<file path="src/rtl/wm_sched_pkg.sv">
// rtl/wm_sched_pkg.sv - shared types, program codes and duration lookup for the wash program scheduler
package wm_sched_pkg;

    typedef enum logic [2:0] {
        ST_IDLE      = 3'd0,
        ST_START     = 3'd1,
        ST_FILL_WAIT = 3'd2,
        ST_WASH      = 3'd3,
        ST_DRAIN     = 3'd4,
        ST_SPIN      = 3'd5,
        ST_FAULT     = 3'd6
    } state_t;

    localparam logic [1:0] PROG_QUICK  = 2'd0;
    localparam logic [1:0] PROG_NORMAL = 2'd1;
    localparam logic [1:0] PROG_HEAVY  = 2'd2;
    localparam logic [1:0] PROG_RSVD   = 2'd3;

    // Reserved code falls back to the quick durations; callers never load it.
    function automatic int unsigned prog_duration(
        input logic [1:0]  prog,
        input logic        want_spin,
        input int unsigned wash_quick,
        input int unsigned wash_normal,
        input int unsigned wash_heavy,
        input int unsigned spin_quick,
        input int unsigned spin_normal,
        input int unsigned spin_heavy
    );
        int unsigned wash_ticks;
        int unsigned spin_ticks;
        case (prog)
            PROG_NORMAL: begin wash_ticks = wash_normal; spin_ticks = spin_normal; end
            PROG_HEAVY:  begin wash_ticks = wash_heavy;  spin_ticks = spin_heavy;  end
            default:     begin wash_ticks = wash_quick;  spin_ticks = spin_quick;  end
        endcase
        return want_spin ? spin_ticks : wash_ticks;
    endfunction

endpackage

</file>
<file path="src/rtl/wm_tick_counter.sv">
// rtl/wm_tick_counter.sv - loadable tick-enabled counter that saturates at zero (down) or at LIMIT (up)
module wm_tick_counter #(
    parameter int unsigned     TW       = 8,
    parameter bit              COUNT_UP = 1'b0,
    parameter logic [TW-1:0]   LIMIT    = '0
) (
    input  logic          clk_i,
    input  logic          reset_i,
    input  logic          load_i,
    input  logic [TW-1:0] load_val_i,
    input  logic          tick_i,
    output logic [TW-1:0] count_o,
    output logic          flag_o
);

    logic [TW-1:0] count_q;
    logic [TW-1:0] count_d;

    assign flag_o  = COUNT_UP ? (count_q == LIMIT) : (count_q == '0);
    assign count_o = count_q;

    // A load on the same cycle as a tick wins, so the tick is dropped.
    always_comb begin
        count_d = count_q;
        if (load_i) begin
            count_d = load_val_i;
        end else if (tick_i && !flag_o) begin
            count_d = COUNT_UP ? count_q + 1'b1 : count_q - 1'b1;
        end
    end

    always_ff @(posedge clk_i) begin
        if (reset_i) begin
            count_q <= '0;
        end else begin
            count_q <= count_d;
        end
    end

endmodule

</file>
<file path="src/rtl/wash_program_scheduler.sv">
// rtl/wash_program_scheduler.sv - sequences start, wash and spin timeouts for the washing-machine cycle FSM
module wash_program_scheduler
    import wm_sched_pkg::*;
#(
    parameter int unsigned TW          = 8,
    parameter int unsigned WASH_QUICK  = 20,
    parameter int unsigned WASH_NORMAL = 45,
    parameter int unsigned WASH_HEAVY  = 70,
    parameter int unsigned SPIN_QUICK  = 10,
    parameter int unsigned SPIN_NORMAL = 15,
    parameter int unsigned SPIN_HEAVY  = 20,
    parameter int unsigned WDOG_TICKS  = 120
) (
    input  logic          clock_i,
    input  logic          reset_i,
    input  logic          tick_i,
    input  logic [1:0]    program_sel_i,
    input  logic          start_req_i,
    input  logic          door_close_i,
    input  logic          door_lock_i,
    input  logic          motor_on_i,
    input  logic          drained_valve_on_i,
    input  logic          drained_i,
    output logic          start_o,
    output logic          cycle_timeout_o,
    output logic          spin_timeout_o,
    output logic          busy_o,
    output logic [TW-1:0] remaining_o,
    output logic          prog_err_o,
    output logic          complete_o,
    output logic          fault_o
);

    state_t        state_q;
    logic [1:0]    prog_q;
    logic          start_q;
    logic          cycle_timeout_q;
    logic          spin_timeout_q;
    logic          busy_q;
    logic          prog_err_q;
    logic          complete_q;
    logic          fault_q;

    logic          start_ok;
    logic          drain_done;
    logic          ph_load;
    logic [TW-1:0] ph_load_val;
    logic          ph_tick;
    logic [TW-1:0] ph_cnt;
    logic          ph_zero;
    logic          wd_load;
    logic          wd_tick;
    logic          wd_expired;
    logic [TW-1:0] wd_cnt_unused;

    assign start_ok   = start_req_i && door_close_i;
    assign drain_done = drained_i && drained_valve_on_i;

    // The phase counter also consumes a tick on the edge that enters WASH or SPIN,
    // since it was already loaded on an earlier cycle.
    always_comb begin
        ph_load     = 1'b0;
        ph_load_val = '0;
        ph_tick     = 1'b0;
        wd_load     = 1'b0;
        wd_tick     = 1'b0;
        case (state_q)
            ST_IDLE: begin
                if (start_ok && program_sel_i != PROG_RSVD) begin
                    ph_load     = 1'b1;
                    ph_load_val = TW'(prog_duration(program_sel_i, 1'b0,
                                      WASH_QUICK, WASH_NORMAL, WASH_HEAVY,
                                      SPIN_QUICK, SPIN_NORMAL, SPIN_HEAVY));
                end
            end
            ST_START: begin
                wd_load = door_lock_i;
            end
            ST_FILL_WAIT: begin
                wd_tick = tick_i;
                ph_tick = tick_i && motor_on_i;
            end
            ST_WASH: begin
                if (ph_zero) begin
                    ph_load     = 1'b1;
                    ph_load_val = TW'(prog_duration(prog_q, 1'b1,
                                      WASH_QUICK, WASH_NORMAL, WASH_HEAVY,
                                      SPIN_QUICK, SPIN_NORMAL, SPIN_HEAVY));
                    wd_load     = 1'b1;
                end else begin
                    ph_tick = tick_i;
                end
            end
            ST_DRAIN: begin
                wd_tick = tick_i;
                ph_tick = tick_i && drain_done;
            end
            ST_SPIN: begin
                ph_tick = tick_i;
            end
            default: begin
            end
        endcase
    end

    wm_tick_counter #(
        .TW       (TW),
        .COUNT_UP (1'b0),
        .LIMIT    ('0)
    ) u_phase_cnt (
        .clk_i      (clock_i),
        .reset_i    (reset_i),
        .load_i     (ph_load),
        .load_val_i (ph_load_val),
        .tick_i     (ph_tick),
        .count_o    (ph_cnt),
        .flag_o     (ph_zero)
    );

    wm_tick_counter #(
        .TW       (TW),
        .COUNT_UP (1'b1),
        .LIMIT    (TW'(WDOG_TICKS))
    ) u_wdog_cnt (
        .clk_i      (clock_i),
        .reset_i    (reset_i),
        .load_i     (wd_load),
        .load_val_i ('0),
        .tick_i     (wd_tick),
        .count_o    (wd_cnt_unused),
        .flag_o     (wd_expired)
    );

    always_ff @(posedge clock_i) begin
        if (reset_i) begin
            state_q         <= ST_IDLE;
            prog_q          <= PROG_QUICK;
            start_q         <= 1'b0;
            cycle_timeout_q <= 1'b0;
            spin_timeout_q  <= 1'b0;
            busy_q          <= 1'b0;
            prog_err_q      <= 1'b0;
            complete_q      <= 1'b0;
            fault_q         <= 1'b0;
        end else begin
            cycle_timeout_q <= 1'b0;
            spin_timeout_q  <= 1'b0;
            prog_err_q      <= 1'b0;
            complete_q      <= 1'b0;
            case (state_q)
                ST_IDLE: begin
                    if (start_ok) begin
                        if (program_sel_i == PROG_RSVD) begin
                            prog_err_q <= 1'b1;
                        end else begin
                            prog_q  <= program_sel_i;
                            start_q <= 1'b1;
                            busy_q  <= 1'b1;
                            state_q <= ST_START;
                        end
                    end
                end
                ST_START: begin
                    if (door_lock_i) begin
                        start_q <= 1'b0;
                        state_q <= ST_FILL_WAIT;
                    end
                end
                ST_FILL_WAIT: begin
                    if (motor_on_i) begin
                        state_q <= ST_WASH;
                    end else if (wd_expired) begin
                        fault_q <= 1'b1;
                        state_q <= ST_FAULT;
                    end
                end
                ST_WASH: begin
                    if (ph_zero) begin
                        cycle_timeout_q <= 1'b1;
                        state_q         <= ST_DRAIN;
                    end
                end
                ST_DRAIN: begin
                    if (drain_done) begin
                        state_q <= ST_SPIN;
                    end else if (wd_expired) begin
                        fault_q <= 1'b1;
                        state_q <= ST_FAULT;
                    end
                end
                ST_SPIN: begin
                    if (ph_zero) begin
                        spin_timeout_q <= 1'b1;
                        complete_q     <= 1'b1;
                        busy_q         <= 1'b0;
                        state_q        <= ST_IDLE;
                    end
                end
                ST_FAULT: begin
                    start_q <= 1'b0;
                    busy_q  <= 1'b1;
                    fault_q <= 1'b1;
                end
                default: begin
                    state_q <= ST_IDLE;
                end
            endcase
        end
    end

    assign start_o         = start_q;
    assign cycle_timeout_o = cycle_timeout_q;
    assign spin_timeout_o  = spin_timeout_q;
    assign busy_o          = busy_q;
    assign remaining_o     = ph_cnt;
    assign prog_err_o      = prog_err_q;
    assign complete_o      = complete_q;
    assign fault_o         = fault_q;

endmodule
</file>
<file path="config.mk">
export PLATFORM = sky130hd
export DESIGN_NAME = wash_program_scheduler
export DESIGN_NICKNAME = d
export VERILOG_FILES = /design/src/rtl/wm_sched_pkg.sv /design/src/rtl/wm_tick_counter.sv /design/src/rtl/wash_program_scheduler.sv
export SDC_FILE = /design/constraint.sdc
export NUM_CORES = 1
export LEC_CHECK = 0
export CAP_MARGIN = 0
export CORE_MARGIN = 2
export CORE_UTILIZATION = 49
export DETAILED_ROUTE_END_ITERATION = 10
export HOLD_SLACK_MARGIN = 0.03
export PLACE_DENSITY = 0.79
export SLEW_MARGIN = 25
export SYNTH_ARGS = -nofsm -noshare
export SYNTH_HDL_FRONTEND = slang
export SYNTH_HIERARCHICAL = 1
export SYNTH_SLANG_ARGS = --single-unit
</file>
<file path="constraint.sdc">
create_clock -name clock_i -period 2.4 [get_ports clock_i]
set_clock_uncertainty 0.05 [all_clocks]
set_input_delay 0.36 -clock clock_i [delete_from_list [all_inputs] [get_ports clock_i]]
set_output_delay 0.36 -clock clock_i [all_outputs]
set_load 0.01 [all_outputs]
</file>
-- After elaboration in Yosys (flattened, before gate mapping)
Index checks and enable logic that the tools add are counted.
- register bits after elaboration: 27
- input port bits: 11
- output and inout bits: 15
- word-level logic and storage cells: 97
- $add $sub $neg: 2
- eq/ne operators: 20
- multiplexer cells: 34
- bitwise operators: 6
- reduce and logical (&&, ||, !) cells: 25
- operator list (kind ; count):
    7-bit case mux with 2 select lines ; 2
    3-bit two-way mux ; 8
    3-bit case mux with 7 select lines ; 1
    8-bit two-way mux ; 2
    1-bit two-way mux ; 12
    2-bit inequality test (second input constant) ; 6
    5-bit case mux with 2 select lines ; 1
    3-bit equality test (second input constant) ; 3
    1-bit case mux with 3 select lines ; 3
    3-bit nonzero test ; 3
    8-bit by 1-bit adder with 8-bit output (second input constant) ; 1
    8-bit by 7-bit equality test with 1-bit output (second input constant) ; 1
    8-bit logical NOT ; 1
    4-bit AND reduction ; 2
    2-bit OR reduction ; 4
    8-bit by 1-bit subtractor with 8-bit output (second input constant) ; 1
    1-bit logical AND ; 7
    7-bit two-way mux ; 1
    2-bit equality test (second input constant) ; 3
    3-bit by 2-bit equality test with 1-bit output (second input constant) ; 2
    1-bit NOT ; 6
    3-bit AND reduction ; 2
    6-bit AND reduction ; 1
    5-bit two-way mux ; 1
    other kinds (9) ; 13

-- Logic depth before layout (Yosys ltp)
Gate-level depths: netlist of run 1.
- depth in word-level cells: 6
- gate-level depth with buffers: 12
- depth with buffers taken out: 12

-- Modules after synthesis
The synthesis of run 1 kept the hierarchy.
- modules (own cells, without submodules) (module ; instances ; cells each ; area each (µm²) ; seq. area each (µm²)):
    wash_program_scheduler ; 1 ; 101 ; 860.8 ; 220.2
    wm_tick_counter at u_phase_cnt ; 1 ; 59 ; 515.5 ; 160.2
    wm_tick_counter at u_wdog_cnt ; 1 ; 60 ; 513.0 ; 160.2

-- Worst setup path after synthesis of run 1
Ideal clock, no wire load.
- path type: reg-to-reg
- start: register u_phase_cnt.count_q[2] (netlist: u_phase_cnt/count_o[2])
- end: register u_phase_cnt.count_q[1] (netlist: u_phase_cnt/count_o[1])
- library setup time: 134 ps
- arrival time: 2573 ps
- slack: -357 ps
- stages on the path, launching flop included: 9
- clock period less this slack: 2757 ps
- path through: dfxtp_1 -> or4_4 -> nor4_1 -> nand3_1 -> nand2b_1 -> clkbuf_1 -> clkinv_1 -> nand4b_1 -> o211ai_1
- elaborated cells between the ends (all ways): 11
- RTL lines (element ; line ; text):
    start, declared ; wm_tick_counter.sv:16 ; logic [TW-1:0] count_q;
    start signal, assigned ; wm_tick_counter.sv:36 ; count_q <= count_d;
    8-bit logical NOT (*) ; wm_tick_counter.sv:19 ; assign flag_o = COUNT_UP ? (count_q == LIMIT) : (count_q == '0);
    named net ph_zero ; wash_program_scheduler.sv:50 ; logic ph_zero;
    1-bit two-way mux (*) ; wash_program_scheduler.sv:84 ; if (ph_zero) begin
    1-bit case mux with 2 select lines (*) ; wash_program_scheduler.sv:67 ; case (state_q)
    named net ph_load ; wash_program_scheduler.sv:46 ; logic ph_load;
    8-bit two-way mux / 2-bit nonzero test (equally long branches) ; -- ;
The timed path passes the listed nets; every way through them passes the cells marked *.
A chain may end at the register's enable or synchronous reset.

-- Worst setup path in the final report of run 1
- start: register u_phase_cnt.count_q[2] (netlist: u_phase_cnt/count_o[2])
- end: register u_wdog_cnt.count_q[0] (netlist: u_wdog_cnt/count_o[0])
- word-level cells in the longest chain between the ends: 4
- RTL lines (element ; line ; text):
    8-bit logical NOT ; wm_tick_counter.sv:19 ;
    named net ph_zero ; wash_program_scheduler.sv:50 ;
    1-bit two-way mux ; wash_program_scheduler.sv:84 ;
    1-bit case mux with 2 select lines ; wash_program_scheduler.sv:67 ;
    named net wd_load ; wash_program_scheduler.sv:51 ; logic wd_load;
    2-bit OR reduction (no source line) ; -- ;
    end signal, assigned ; wm_tick_counter.sv:36 ;
    end, declared ; wm_tick_counter.sv:16 ;
The timed path passes the listed nets, and every way through them passes these cells.

==> results of run 1 <==
## report_power, final
part           switching [uW]  internal [uW]
combinational             246            277
sequential               41.6            483
clock                     142            119
## critical path, cell delays in order (launching register included)
cell	delay [ns]
dfxtp_1	0.32
or4_4	0.56
nor4_4	0.22
buf_4	0.18
buf_4	0.09
nand2_1	0.07
a21oi_2	0.22
buf_6	0.17
o41ai_1	0.08
or3b_1	0.37
## metal layers
layer,track usage [%],vias to the layer above
met4,5.87,0
met5,0,-
met1,28.0,887
li1,-,922
met3,3.75,2
met2,37.4,38
## worst max-delay path by stage
stage / depth (start not counted) / end
floorplan: 12 / u_phase_cnt/count_o[7]
global placement: 8 / u_phase_cnt/count_o[3]
detailed placement: 12 / u_phase_cnt/count_o[7]
CTS: 10 / u_phase_cnt/count_o[6]
global route: 9 / u_wdog_cnt/count_o[0]
finish: 9 / u_wdog_cnt/count_o[0]
## state kept, by name, summed over array words and instances (netlist names)
signal / cells
busy_o: 1
complete_o: 1
cycle_timeout_o: 1
fault_o: 1
prog_err_o: 1
prog_q: 2
start_o: 1
state_q: 3
u_phase_cnt/count_o: 8
u_wdog_cnt/count_o: 8
## area by class of cell
class,count,area (um^2)
fill,311,1140
timing repair buffer,58,505
sequential,27,543
tap,48,60.1
inverter,16,65.1
timing repair inverter,1,7.51
clock buffer,4,45.0
multi-input combinational,172,1320
## cell families (layout without fill, tap and decap cells)
kind of cell             Yosys count  after routing
AO/OA/AOI/OAI                     57             57
XOR/XNOR                           8              8
adder cells (fa/ha/maj)           11             11
buffers and inverters             29             79
flip-flops                        27             27
multiplexers                       5              5
other                              1              9
AND/OR/NAND/NOR                   82             82
## repair_timing
action	CTS	global route
resized for setup	3	12
pin swaps	5	8
setup endpoints to repair	4	11
gates cloned	0	1
setup buffers	3	6
## stage by stage
step | TNS, ns | setup WS (ns) | cells | area, um^2 | hold slack [ns]
after floorplan | 0 | 0.00177 | 228 | 1950 | 0.386
after global placement | 0 | 0.0364 | 312 | 2380 | 0.430
after detailed placement | -0.102 | -0.0432 | 312 | 2380 | 0.423
after CTS | 0 | 0.00483 | 319 | 2460 | 0.451
after global routing | -0.739 | -0.120 | 326 | 2550 | 0.467
final | -0.0803 | -0.0487 | 326 | 2550 | 0.437
## cells in the final DEF, fill, tap and decap left out, types with 3 or more instances in the layout
cell type and instances:
xor2_1 3, a21oi_1 9, ha_1 9, a211oi_1 4, inv_1 12, xnor2_1 5
a311oi_1 4, o21bai_1 3, nand2_1 12, o21ai_0 6, o21a_1 3, or3_1 3
buf_4 31, clkdlybuf4s50_1 25, nand3_1 3, dfxtp_1 25, conb_1 9, clkbuf_8 3
nor3b_1 4, mux2i_1 4, o211ai_1 4, nor2_1 20
==> report_table.html, run 1 <==
<table>
<tr><th>Metric</th><th>Value</th></tr>
<tr><th colspan="2">Yosys</th></tr>
<tr><td>Compound-gate portion of the synthesized area</td><td>23.6%</td></tr>
<tr><td>Share of the synthesized area in the top cell type</td><td>28.6%</td></tr>
<tr><td>Adder and majority cell fraction of the synthesized area</td><td>7.15%</td></tr>
<tr><td>XOR/XNOR Fraction of Synth Area</td><td>3.71%</td></tr>
<tr><td>Synthesis warning total</td><td>6</td></tr>
<tr><td>Mean instance size in the synthesized netlist</td><td>8.59 um^2</td></tr>
<tr><td>Proportion of register bits with asynchronous set or reset after synthesis</td><td>0%</td></tr>
<tr><td>Mapped Cells</td><td>220</td></tr>
<tr><td>Synth area leaders</td><td>dfxtp_1 (29%), ha_1 (6.6%), nor2_1 (4.4%)</td></tr>
<tr><td>Number of enable-type register cells in the synthesized netlist</td><td>0</td></tr>
<tr><td>Main combinational cell family by area after synthesis</td><td>simple AND/OR/NAND/NOR gates</td></tr>
<tr><td>Number of library cell types mapped by synthesis</td><td>68</td></tr>
<tr><td>Predominant post-synthesis flop cell</td><td>dfxtp_1</td></tr>
<tr><td>Combined area of all synthesized cells</td><td>1890 um^2</td></tr>
<tr><td>Simple logic cell fraction of the synthesized area</td><td>26.9%</td></tr>
<tr><td>Commonest cells post-synth</td><td>dfxtp_1 (27), nor2_1 (22), inv_1 (15)</td></tr>
<tr><td>Count of state elements after synthesis</td><td>27</td></tr>
<tr><td>Share of cell area taken by muxes after synthesis</td><td>3.31%</td></tr>
<tr><td>Largest area contributor in the netlist</td><td>dfxtp_1</td></tr>
<tr><td>Most used standard cell by instance count after synthesis</td><td>dfxtp_1</td></tr>
<tr><td>Proportion of synthesized chip area in sequential cells</td><td>28.6%</td></tr>
<tr><th colspan="2">Floorplanning</th></tr>
<tr><td>Starting utilization of the core area</td><td>51.2%</td></tr>
<tr><td>Chip width</td><td>66.1 um</td></tr>
<tr><td>Number of rows in the core area</td><td>22</td></tr>
<tr><td>Core region area</td><td>3690 um^2</td></tr>
<tr><td>Top-level port count</td><td>26</td></tr>
<tr><td>DIE AREA</td><td>4370 um^2</td></tr>
<tr><td>Vertical extent of the die</td><td>66.1 um</td></tr>
<tr><th colspan="2">Setup path</th></tr>
<tr><td>Setup slack of the most critical reg-to-reg path</td><td>-0.05 ns</td></tr>
<tr><td>Arrival time at the worst endpoint</td><td>2.56 ns</td></tr>
<tr><td>Count of cells along the worst register-to-register path</td><td>9</td></tr>
<tr><td>Required arrival time at the worst endpoint</td><td>2.51 ns</td></tr>
<tr><td>Kind of end point of the critical path</td><td>flip-flop</td></tr>
<tr><td>Capture instance of the worst register-to-register path</td><td>u_wdog_cnt/count_o[0]</td></tr>
<tr><td>Classification of the worst setup path</td><td>reg2reg</td></tr>
<tr><td>Worst setup SP type</td><td>flip-flop</td></tr>
<tr><td>Maximum net fanout on the critical path</td><td>7</td></tr>
<tr><td>Startpoint of the most critical setup path</td><td>u_phase_cnt/count_o[2]</td></tr>
<tr><td>Reg-to-reg startpoint</td><td>u_phase_cnt/count_o[2]</td></tr>
<tr><th colspan="2">Clocking</th></tr>
<tr><td>Hold_buf cts</td><td>0</td></tr>
<tr><td>Depth of the CTS H-tree</td><td>1</td></tr>
<tr><td>Max Buffers Root-to-Sink</td><td>2</td></tr>
<tr><td>Skew-Pair Late Insertion Delay</td><td>0.27 ns</td></tr>
<tr><td>Number of buffers created by CTS</td><td>3</td></tr>
<tr><td>Clk sinks</td><td>27</td></tr>
<tr><td>Root buffer cell</td><td>clkbuf_8</td></tr>
<tr><td>Clock tree from TritonCTS</td><td>built</td></tr>
<tr><td>Clk pin slew, worst setup/hold paths</td><td>0.09 ns</td></tr>
<tr><th colspan="2">Timing</th></tr>
<tr><td>Tcrit/Tclk final</td><td>102%</td></tr>
<tr><td>Max Transition Viols Final</td><td>0</td></tr>
<tr><td>Total of endpoints with negative setup slack in the final report</td><td>2</td></tr>
<tr><td>Final critical-path required period</td><td>2.45 ns</td></tr>
<tr><td>Max Fclk</td><td>0.408 GHz</td></tr>
<tr><td>Unrepaired setup endpoints after global routing</td><td>yes</td></tr>
<tr><td>Fin worst setup slack</td><td>-0.0487 ns</td></tr>
<tr><td>Final hold viol count</td><td>0</td></tr>
<tr><td>Max transition margin</td><td>66.7%</td></tr>
<tr><td>Transition at the pin with the smallest max-transition slack</td><td>0.496 ns</td></tr>
<tr><th colspan="2">Status</th></tr>
<tr><td>Violations in the final reports</td><td>setup timing</td></tr>
<tr><td>Status</td><td>complete, but fails checks</td></tr>
<tr><th colspan="2">Layout</th></tr>
<tr><td>Number of nets at the end of the flow</td><td>300</td></tr>
<tr><td>Finished Core Util</td><td>69.0%</td></tr>
<tr><td>Count of antenna diodes in the layout</td><td>0</td></tr>
<tr><td>Fraction of layout cells with a size suffix above 1</td><td>25.2%</td></tr>
<tr><td>Area delta synth-&gt;final</td><td>34.8%</td></tr>
<tr><th colspan="2">Drt</th></tr>
<tr><td>Routed length on met2</td><td>2370 um</td></tr>
<tr><td>Wire length on met1</td><td>2160 um</td></tr>
<tr><td>Residual antenna-violating net count after detailed routing</td><td>0</td></tr>
<tr><td>DR pass1 iterations</td><td>4</td></tr>
<tr><td>Highest routed metal layer</td><td>met4</td></tr>
<tr><td>DRC violation total after the first TritonRoute iteration</td><td>170</td></tr>
<tr><td>Average via count per standard cell</td><td>5.67</td></tr>
<tr><td>Sum of routed wire length over all layers</td><td>4700 um</td></tr>
<tr><td>Total number of vias</td><td>1849</td></tr>
<tr><td>Wirelength per Cell</td><td>14.4 um</td></tr>
<tr><td>Drc violations</td><td>0</td></tr>
<tr><td>Total length of routed met3 wires</td><td>150 um</td></tr>
<tr><th colspan="2">Global route</th></tr>
<tr><td>Global route total overflow</td><td>0</td></tr>
<tr><td>Largest net degree at the start of global routing</td><td>15</td></tr>
<tr><td>Number of global-route vias before repair</td><td>1722</td></tr>
<tr><td>Total global-route track usage</td><td>21.8%</td></tr>
<tr><td>Wire length of the first global-routing pass</td><td>7540 um</td></tr>
<tr><td>Number of antenna violations at the first check in global routing</td><td>0</td></tr>
<tr><th colspan="2">Placed design</th></tr>
<tr><td>Placed wire-length estimate after detailed placement</td><td>3390 um</td></tr>
<tr><td>Final GP Congestion</td><td>0.874</td></tr>
<tr><td>Count of input and output buffers</td><td>25</td></tr>
<tr><th colspan="2">Min path</th></tr>
<tr><td>Min-delay worst type</td><td>reg2reg</td></tr>
<tr><td>Hold EP</td><td>fault_o</td></tr>
<tr><td>Number of cells on the worst hold path</td><td>2</td></tr>
<tr><td>Hold path startpoint</td><td>fault_o</td></tr>
<tr><th colspan="2">Power and ir drop</th></tr>
<tr><td>Static leakage power</td><td>0.000977 uW</td></tr>
<tr><td>Overall power of the completed layout</td><td>1310 uW</td></tr>
<tr><td>Worst supply voltage drop on vdd</td><td>0.363 mV</td></tr>
<tr><td>Power density relative to cell area</td><td>514 nW/um^2</td></tr>
<tr><th colspan="2">Run</th></tr>
<tr><td>Max Cap Violations</td><td>0</td></tr>
</table>
Note: power is estimated with default switching activity, not from simulation.
==> run 2: changes to the inputs <==
SKIP_CTS_REPAIR_TIMING = 1   (was default)
==> report_table.html, run 2 (synthesis gave the netlist of run 1 again) <==
<table>
<tr><th>Metric</th><th>Value</th></tr>
<tr><th colspan="2">Setup path</th></tr>
<tr><td>Startpoint of the most critical setup path</td><td>u_phase_cnt/count_o[3]</td></tr>
<tr><td>Reg-to-reg startpoint</td><td>u_phase_cnt/count_o[3]</td></tr>
<tr><td>Setup slack of the most critical reg-to-reg path</td><td>-0.10 ns (-0.06 ns)</td></tr>
<tr><td>Worst setup SP type</td><td>flip-flop</td></tr>
<tr><td>Count of cells along the worst register-to-register path</td><td>10 (+1)</td></tr>
<tr><td>Required arrival time at the worst endpoint</td><td>2.54 ns (+0.03 ns)</td></tr>
<tr><td>Arrival time at the worst endpoint</td><td>2.64 ns (+0.08 ns)</td></tr>
<tr><td>Capture instance of the worst register-to-register path</td><td>u_phase_cnt/count_o[7]</td></tr>
<tr><td>Kind of end point of the critical path</td><td>flip-flop</td></tr>
<tr><td>Classification of the worst setup path</td><td>reg2reg</td></tr>
<tr><td>Maximum net fanout on the critical path</td><td>4 (-3)</td></tr>
<tr><td>Capture point of the critical path</td><td>u_phase_cnt/count_o[7]</td></tr>
<tr><th colspan="2">Timing</th></tr>
<tr><td>Max transition margin</td><td>62.8% (-3.9 points)</td></tr>
<tr><td>Fin worst setup slack</td><td>-0.105 ns (-0.0562 ns)</td></tr>
<tr><td>Max Fclk</td><td>0.399 GHz (-2.2%)</td></tr>
<tr><td>Final-layout worst hold slack</td><td>0.438 ns (+0.000795 ns)</td></tr>
<tr><td>Transition at the pin with the smallest max-transition slack</td><td>0.556 ns (+0.0598 ns)</td></tr>
<tr><td>Max Transition Viols Final</td><td>0 (unchanged)</td></tr>
<tr><td>Final critical-path required period</td><td>2.50 ns (+0.0562 ns)</td></tr>
<tr><td>Total of endpoints with negative setup slack in the final report</td><td>5 (+3)</td></tr>
<tr><td>Final total negative setup slack</td><td>-0.270 ns (-0.189 ns)</td></tr>
<tr><td>Tcrit/Tclk final</td><td>104% (+2.3 points)</td></tr>
<tr><td>Unrepaired setup endpoints after global routing</td><td>yes</td></tr>
<tr><td>Final hold viol count</td><td>0 (unchanged)</td></tr>
<tr><th colspan="2">Layout</th></tr>
<tr><td>Most used cells in the layout excluding fill and tap cells</td><td>buf_4 (28), clkdlybuf4s50_1 (25), dfxtp_1 (24), nor2_1 (21), inv_1 (13)</td></tr>
<tr><td>Footprint of the multi-input gates</td><td>1340 um^2 (+1.3%)</td></tr>
<tr><td>Area of all sequential standard cells</td><td>544 um^2 (+0.23%)</td></tr>
<tr><td>Filler Cell Count</td><td>305 (-1.9%)</td></tr>
<tr><td>Finished Core Util</td><td>69.5% (+0.51 points)</td></tr>
<tr><td>Number of nets at the end of the flow</td><td>299 (-0.33%)</td></tr>
<tr><td>Fraction of layout cells with a size suffix above 1</td><td>25.3% (+0.091 points)</td></tr>
<tr><td>Number of non-filler instances in the completed layout</td><td>325 (-0.31%)</td></tr>
<tr><td>Count of antenna diodes in the layout</td><td>0 (unchanged)</td></tr>
<tr><td>Area delta synth-&gt;final</td><td>35.8%</td></tr>
<tr><td>Commonest non-fill, non-tap cell in the layout</td><td>buf_4</td></tr>
<tr><th colspan="2">Floorplanning</th></tr>
<tr><td>Vertical extent of the die</td><td>66.1 um (unchanged)</td></tr>
<tr><td>Number of rows in the core area</td><td>22 (unchanged)</td></tr>
<tr><td>Starting utilization of the core area</td><td>51.2% (unchanged)</td></tr>
<tr><td>DIE AREA</td><td>4370 um^2 (unchanged)</td></tr>
<tr><td>Top-level port count</td><td>26 (unchanged)</td></tr>
<tr><td>Chip width</td><td>66.1 um (unchanged)</td></tr>
<tr><td>Core region area</td><td>3690 um^2 (unchanged)</td></tr>
<tr><th colspan="2">Global route</th></tr>
<tr><td>Largest net degree at the start of global routing</td><td>15 (unchanged)</td></tr>
<tr><td>Number of antenna violations at the first check in global routing</td><td>0 (unchanged)</td></tr>
<tr><td>Number of global-route vias before repair</td><td>1683 (-2.3%)</td></tr>
<tr><td>Global route total overflow</td><td>0 (unchanged)</td></tr>
<tr><td>Total global-route track usage</td><td>20.9% (-0.89 points)</td></tr>
<tr><td>Wire length of the first global-routing pass</td><td>7270 um (-3.6%)</td></tr>
<tr><th colspan="2">Clocking</th></tr>
<tr><td>Clk pin slew, worst setup/hold paths</td><td>0.09 ns (about the same)</td></tr>
<tr><td>Clk sinks</td><td>27 (unchanged)</td></tr>
<tr><td>Skew-Pair Late Insertion Delay</td><td>0.27 ns (about the same)</td></tr>
<tr><td>Clock tree from TritonCTS</td><td>built</td></tr>
<tr><td>Number of buffers created by CTS</td><td>3 (unchanged)</td></tr>
<tr><td>Root buffer cell</td><td>clkbuf_8</td></tr>
<tr><td>Max Buffers Root-to-Sink</td><td>2 (unchanged)</td></tr>
<tr><td>Depth of the CTS H-tree</td><td>1 (unchanged)</td></tr>
<tr><th colspan="2">Drt</th></tr>
<tr><td>Residual antenna-violating net count after detailed routing</td><td>0 (unchanged)</td></tr>
<tr><td>DRC violation total after the first TritonRoute iteration</td><td>166 (-2.4%)</td></tr>
<tr><td>Sum of routed wire length over all layers</td><td>4710 um (+0.21%)</td></tr>
<tr><td>DR pass1 iterations</td><td>4 (unchanged)</td></tr>
<tr><td>Wirelength per Cell</td><td>14.5 um (+0.52%)</td></tr>
<tr><td>Average via count per standard cell</td><td>5.64 (-0.61%)</td></tr>
<tr><td>Total number of vias</td><td>1832 (-0.92%)</td></tr>
<tr><td>Drc violations</td><td>0 (unchanged)</td></tr>
<tr><th colspan="2">Power and ir drop</th></tr>
<tr><td>Power density relative to cell area</td><td>515 nW/um^2 (+0.20%)</td></tr>
<tr><td>Worst supply voltage drop on vdd</td><td>0.362 mV (-0.32%)</td></tr>
<tr><td>Static leakage power</td><td>0.000986 uW (+0.92%)</td></tr>
<tr><th colspan="2">Min path</th></tr>
<tr><td>Hold path startpoint</td><td>fault_o</td></tr>
<tr><td>Min-delay worst type</td><td>reg2reg</td></tr>
<tr><th colspan="2">Status</th></tr>
<tr><td>Status</td><td>complete, but fails checks</td></tr>
<tr><td>Violations in the final reports</td><td>setup timing</td></tr>
<tr><th colspan="2">Placed design</th></tr>
<tr><td>Count of input and output buffers</td><td>25 (unchanged)</td></tr>
<tr><td>Inst Count DP</td><td>312 (unchanged)</td></tr>
<tr><td>Final GP Congestion</td><td>0.874 (unchanged)</td></tr>
<tr><td>Placed wire-length estimate after detailed placement</td><td>3390 um (unchanged)</td></tr>
<tr><th colspan="2">Run</th></tr>
<tr><td>Max Cap Violations</td><td>0 (unchanged)</td></tr>
</table>
-- run 2: changes by cell type in the layout (fill, tap and decap cells not counted), sizes merged --
| cell | delta |
|---|---|
| buf | -1 |
-- run 2: metal layers --
metal | global-route usage [%] | vias up | part of all wire, %
met4 | 4.59 | 0 | 1.2
met2 | 36.4 | 50 | 48
met1 | 26.8 | 856 | 46
li1 | - | 922 | -
met3 | 3.58 | 4 | 4.7
met5 | 0 | - | 0
-- run 2: area by class of cell --
cell class                 instances  share of cell area [%]
timing repair inverter             1                   0.293
multi-input combinational        172                    52.1
tap                               48                    2.34
timing repair buffer              57                    19.7
sequential                        27                    21.2
inverter                          16                    2.54
clock buffer                       4                    1.76
-- run 2: worst min-delay path by stage --
stage	endpoint	slack [ns]	cells after the start
after CTS	fault_o	0.45	2
after global routing	fault_o	0.47	2
final	fault_o	0.44	2
after floorplan	start_o	0.39	1
after global placement	fault_o	0.43	2
after detailed placement	fault_o	0.42	2
-- run 2: through the flow --
| stage | instance area, um^2 | total power [uW] | setup WS, ns |
|---|---|---|---|
| finish | 2560 | 1320 | -0.105 |
| global route | 2560 | 1390 | -0.181 |
| global placement | 2380 | 974 | 0.0364 |
| CTS | 2420 | 1250 | -0.0577 |
| detailed placement | 2380 | 983 | -0.0432 |
| floorplan | 1950 | 824 | 0.00177 |
-- run 2: worst max-delay path: stages (launching register included) --
cell,delay [ns]
dfxtp_2,0.33
or4_4,0.57
nor4_4,0.28
nand2b_4,0.19
o211ai_1,0.12
nand2_1,0.14
nor2_4,0.06
or3b_4,0.27
nor3_2,0.05
mux2i_1,0.12
a211oi_1,0.23
-- run 2: where the power goes --
part	switching, uW	total (uW)	internal (uW)	leakage (uW)
sequential	42.3	526	483	0.000221
clock	143	262	119	0.0000228
combinational	254	532	278	0.000743
total	439	1320	881	0.000986
